===== src/rtl/sync_fifo.sv =====
// rtl/sync_fifo.sv - first-word-fall-through synchronous FIFO; optional sticky errors via SYNC_FIFO_ERR_EN
module sync_fifo #(
    parameter int DWIDTH = 32,
    parameter int DEPTH  = 8
) (
    input  logic                       clk,
    input  logic                       rst,
    input  logic                       wr_en,
    input  logic [DWIDTH-1:0]          wr_data,
    output logic                       full,
    input  logic                       rd_en,
    output logic [DWIDTH-1:0]          rd_data,
    output logic                       empty,
    output logic [$clog2(DEPTH):0]     count
`ifdef SYNC_FIFO_ERR_EN
    ,
    input  logic                       err_clr,
    output logic                       ovf_err,
    output logic                       udf_err
`endif
);

    localparam int AW = $clog2(DEPTH);
    localparam logic [AW:0] PTR_ONE = {{AW{1'b0}}, 1'b1};

    logic [DWIDTH-1:0] mem_q [DEPTH];
    logic [AW:0]       wr_ptr_q, wr_ptr_d;
    logic [AW:0]       rd_ptr_q, rd_ptr_d;
    logic              wr_accept;
    logic              rd_accept;

    // Flags come only from registered pointers, never from wr_en/rd_en.
    always_comb begin
        empty     = (wr_ptr_q == rd_ptr_q);
        full      = (wr_ptr_q[AW-1:0] == rd_ptr_q[AW-1:0]) && (wr_ptr_q[AW] != rd_ptr_q[AW]);
        count     = wr_ptr_q - rd_ptr_q;
        wr_accept = wr_en && !full;
        rd_accept = rd_en && !empty;
        wr_ptr_d  = wr_accept ? wr_ptr_q + PTR_ONE : wr_ptr_q;
        rd_ptr_d  = rd_accept ? rd_ptr_q + PTR_ONE : rd_ptr_q;
        rd_data   = empty ? '0 : mem_q[rd_ptr_q[AW-1:0]];
    end

    always_ff @(posedge clk or negedge rst) begin
        if (!rst) begin
            wr_ptr_q <= '0;
            rd_ptr_q <= '0;
        end else begin
            wr_ptr_q <= wr_ptr_d;
            rd_ptr_q <= rd_ptr_d;
        end
    end

    always_ff @(posedge clk) begin
        if (wr_accept) begin
            mem_q[wr_ptr_q[AW-1:0]] <= wr_data;
        end
    end

`ifdef SYNC_FIFO_ERR_EN
    logic ovf_err_q, ovf_err_d;
    logic udf_err_q, udf_err_d;

    // A new rejected request outranks a clear in the same cycle.
    always_comb begin
        ovf_err_d = (wr_en && full)  || (ovf_err_q && !err_clr);
        udf_err_d = (rd_en && empty) || (udf_err_q && !err_clr);
    end

    always_ff @(posedge clk or negedge rst) begin
        if (!rst) begin
            ovf_err_q <= 1'b0;
            udf_err_q <= 1'b0;
        end else begin
            ovf_err_q <= ovf_err_d;
            udf_err_q <= udf_err_d;
        end
    end

    assign ovf_err = ovf_err_q;
    assign udf_err = udf_err_q;
`endif

endmodule


===== config.mk =====
export PLATFORM = sky130hd
export DESIGN_NAME = sync_fifo
export DESIGN_NICKNAME = d
export VERILOG_FILES = /design/src/rtl/sync_fifo.sv
export SDC_FILE = /design/constraint.sdc
export NUM_CORES = 1
export LEC_CHECK = 0
export CAP_MARGIN = 10
export CORE_MARGIN = 1
export CORE_UTILIZATION = 25
export CTS_CLUSTER_DIAMETER = 50
export CTS_CLUSTER_SIZE = 30
export DETAILED_ROUTE_END_ITERATION = 8
export GPL_TIMING_DRIVEN = 0
export PLACE_DENSITY = 0.43
export SKIP_CTS_REPAIR_TIMING = 1
export SLEW_MARGIN = 20
export SYNTH_ARGS = -nofsm -noshare
export SYNTH_HDL_FRONTEND = slang
export SYNTH_SLANG_ARGS = --single-unit

===== constraint.sdc =====
create_clock -name clk -period 7.8 [get_ports clk]
set_clock_uncertainty 0.1 [all_clocks]
set_input_delay 1.56 -clock clk [delete_from_list [all_inputs] [get_ports clk]]
set_output_delay 1.56 -clock clk [all_outputs]
set_load 0.1 [all_outputs]

## Word-level counts from Yosys, hierarchy flattened

Memory sizes are Yosys's and may differ from the RTL's.
Index checks and enable logic that the tools add are counted.

- Add/sub/neg operators: 3
- Eq/ne operators: 3
- Mux-type cells: 3
- Reductions and logical operators: 5

Operators by type and width:

| operator | count |
|---|---|
| 32-bit two-way mux | 1 |
| 4-bit by 1-bit adder with 4-bit output, second input constant | 2 |
| 4-bit == test | 1 |
| 4-bit subtractor | 1 |
| 3-bit == test | 1 |
| 1-bit logical AND | 3 |
| 1-bit zero test | 2 |
| 1-bit two-way mux | 2 |
| 1-bit inequality test | 1 |

- Register bits after elaboration: 8
- Memory bits (writable): 256
- Input port bits: 36
- Output and inout bits: 38
- Logic and storage cells: 17
- Memories kept: 1

Memory list:

| name | words | width | read ports | clocked after memory_dff | wr ports | RTL line | source |
|---|---|---|---|---|---|---|---|
| mem_q | 8 | 32 | 1 | 0 | 1 | 26 | `logic [DWIDTH-1:0] mem_q [DEPTH];` |

## Logic depth before layout (Yosys ltp)

- Depth in word-level cells: 6
- Depth in mapped cells: 7
- Depth with buffers taken out: 6

## Worst setup path after synthesis

No wires, ideal clock.

- Path kind: input port to flip-flop
- Start: in wr_en
- End: mem mem_q[0][0] (enable)
- Setup time: 0.501 ns
- Arrival time: 4.736 ns
- Data required time: 7.199 ns
- Slack: 2.462 ns
- Stages on the path: 2
- Path buffers: 0
- Path through: o21ai_2 > nor4_1

- Word-level cells in the longest chain between the ends: 3

RTL lines:

| element | RTL line | source |
|---|---|---|
| from (decl) | 8 | `input logic wr_en,` |
| 1-bit logical AND | 37 | `wr_accept = wr_en && !full;` |
| 1-bit two-way mux | 55 | `if (wr_accept) begin` |
| 1-bit two-way mux (implied by the code) | 56 | `mem_q[wr_ptr_q[AW-1:0]] <= wr_data;` |
| to (decl) | 26 |  |

No other way between the ends.

## Final worst setup path

- Start: reg wr_ptr_q[0]
- End: out rd_data[14]

- Word-level cells in the longest chain between the ends: 2

RTL lines:

| element | RTL line | source |
|---|---|---|
| from (decl) | 27 | `logic [AW:0] wr_ptr_q, wr_ptr_d;` |
| from (signal assigned) | 49 | `wr_ptr_q <= wr_ptr_d;` |
| 4-bit == test | 34 | `empty = (wr_ptr_q == rd_ptr_q);` |
| 32-bit two-way mux | 41 | `rd_data = empty ? '0 : mem_q[rd_ptr_q[AW-1:0]];` |
| to (decl) | 12 | `output logic [DWIDTH-1:0] rd_data,` |

No other way between the ends.

==> impl_metrics.env <==
export IMPL_netlist_instances=572
export IMPL_grt_pass1_wl_mm=38.0
export IMPL_clockRootBuffer="clkbuf_16"
export IMPL_avgSynthCellArea_um2=18.5
export IMPL_hold_slack_ns=0.420
export IMPL_core_area_um2=41900
export IMPL_ys_types=32
export IMPL_worstHoldStart="wr_ptr_q[3]"
export IMPL_slew_headroom_pct=32.2
export IMPL_setup_worst_path_start="wr_ptr_q[0]"
export IMPL_drt_pass1_iterations=6
export IMPL_synth_area_leaders="edfxtp_1 72%, mux2i_1 12%, a221oi_2 4.2%"
export IMPL_drive_gt1_share_pct=20.5
export IMPL_pin_count=74
export IMPL_final_util_pct=31.9
export IMPL_viasPerCell=4.34
export IMPL_synth_edf_count=256
export IMPL_hold_violations=0
export IMPL_grt_usage_pct=11.8
export IMPL_placed_cells=1212
export IMPL_outcome="complete, no violations"
export IMPL_path_class="reg2out"
export IMPL_finalSetupViolations=0
export IMPL_worstPathMaxFanout=10
export IMPL_yosysSeqAreaShare_pct=74.4
export IMPL_worstSetupEndpointType="output pin"
export IMPL_cts_tree="built"
export IMPL_via_count=5502
export IMPL_cts_sinks=264
export IMPL_drt_iter0_drc=315
export IMPL_syn_cell_area_um2=10600
export IMPL_dieArea_um2=43300
export IMPL_clk_latency_ns=0.55
export IMPL_crit_arrival_ns=3.69
export IMPL_clkTransAtPathRegs_ns=0.06
export IMPL_grt_pass1_vias=5910
export IMPL_yosys_area_top_type="edfxtp_1"
export IMPL_io_buffers=73
export IMPL_totalWireLength_mm=25.2
export IMPL_synth_main_ff_cell="edfxtp_1"
export IMPL_htree_levels=1
export IMPL_cap_violations=0
export IMPL_period_needed_ns=5.35
export IMPL_die_h_um=208
export IMPL_die_w_um=208
export IMPL_post_route_period_util_pct=68.6
export IMPL_dpl_hpwl_mm=17.2
export IMPL_worst_setup_path_start_kind="flip-flop"
export IMPL_synth_common_cells="256 x edfxtp_1, 128 x mux2i_1, 36 x nand2_1"
export IMPL_areaGrowthSynthToFinish_pct=25.8
export IMPL_post_route_drc_count=0
export IMPL_antenna_found_initial=2
export IMPL_fmax_ghz=0.187
export IMPL_tightestPinTransition_ns=1.02
export IMPL_nets=747
export IMPL_start_util_pct=25.3
export IMPL_slew_violations=0
export IMPL_r2r_start="wr_ptr_q[0]"
export IMPL_wl_per_cell_um=19.9
export IMPL_ys_ff_latch=264
export IMPL_min_path_type="reg2reg"
export IMPL_syn_nets=614
export IMPL_drtAntennaViolNets=0
export IMPL_async_flop_share_pct=3.03
export IMPL_layoutNonFillerInstCount=1267
export IMPL_rsz0062_at_grt="no"
export IMPL_synth_top_area_share_pct=72.5
export IMPL_antennaDiodeCount=0
export IMPL_gp_congestion=0.674
export IMPL_post_synth_top_count_cell="edfxtp_1"
export IMPL_ys_warn_count=0
export IMPL_grt_overflow_total=0
export IMPL_clk_path_buf_depth=3
export IMPL_cp_required_ns=6.14
export IMPL_grt_max_degree=20
export IMPL_placementRows=75
export IMPL_cts_made_buffers=30
==> registers in the layout, summed over array words and instances (netlist names) <==
register and count:
mem_q 256, rd_ptr_q 4, wr_ptr_q 4
==> worst max-delay path: stages (launching register included) <==
cell             delay [ns]
dfrtp_1                0.50
inv_1                  0.11
ha_1                   0.37
nand4_4                0.21
buf_2                  0.32
nand2_1                0.11
a221oi_2               0.32
clkdlybuf4s50_1        1.21
==> cells in the final DEF (no fill, tap or decap), drive strengths merged, types with 2 or more instances in the layout <==
master         synthesis  routed
a22oi                 32      32
nor2                   7       7
edfxtp               256     256
clkdlybuf4s50          0      73
xor2                   2       2
nand4                  2       2
buf                   26      54
a221oi                32      32
ha                     5       5
nor3                   4       4
mux2                   2       2
inv                    9      18
mux2i                128     128
nand3                  2       2
clkbuf                 6      37
clkinvlp               0       4
xnor2                  7       7
nand2                 36      36
dfrtp                  8       8
clkinv                 0      10
==> stage by stage <==
stage | instance area (um2) | TNS (ns) | worst slack, ns
floorplan | 10600 | 0 | 2.46
global placement | 12000 | -62.76 | -1.94
detailed placement | 12300 | 0 | 2.97
CTS | 13300 | 0 | 2.36
global route | 13300 | 0 | 2.23
finish | 13300 | 0 | 2.45
==> path summary, 6_finish.rpt <==
check / end / slack, ns / depth (start not counted)
worst max-delay path: rd_data[14] / 2.45 / 7
worst min-delay path: wr_ptr_q[3] / 0.42 / 1
worst max register to register: mem_q[0][11] / 4.80 / 8
worst min register to register: wr_ptr_q[3] / 0.42 / 1
max in group asynchronous: wr_ptr_q[2] / 6.11 / 1
min in group asynchronous: rd_ptr_q[1] / 1.20 / 1
==> cell families (layout without fill, tap and decap cells) <==
group	after synthesis	count (layout)	share of synthesized area (%)
buf+inv	41	197	2.49
xor+xnor	9	9	0.814
compound gates	68	68	7.00
mux	130	130	12.3
simple gates	54	54	2.27
flops	264	264	74.4
fa+ha+maj	6	6	0.779
==> layer usage <==
metal  track usage (%)  share of wire, %  up-vias
li1                  -                 -     2570
met1              15.8                46     2787
met2              19.8                48      101
met3              2.17               3.9       40
met4              2.45               1.7        4
met5                 0             0.083        -
==> final cells by class <==
type | instances | area (um2)
Clock inverter | 24 | 268
Timing Repair Buffer | 101 | 988
Inverter | 9 | 33.8
Fill cell | 4057 | 28500
Tap cell | 539 | 674
Multi-Input combinational cell | 267 | 2500
Sequential cell | 264 | 7890
Clock buffer | 31 | 754
Buffer | 32 | 230
Power is not shown: default switching activity piles up to over one toggle a cycle in this logic, so the estimate is an artifact.
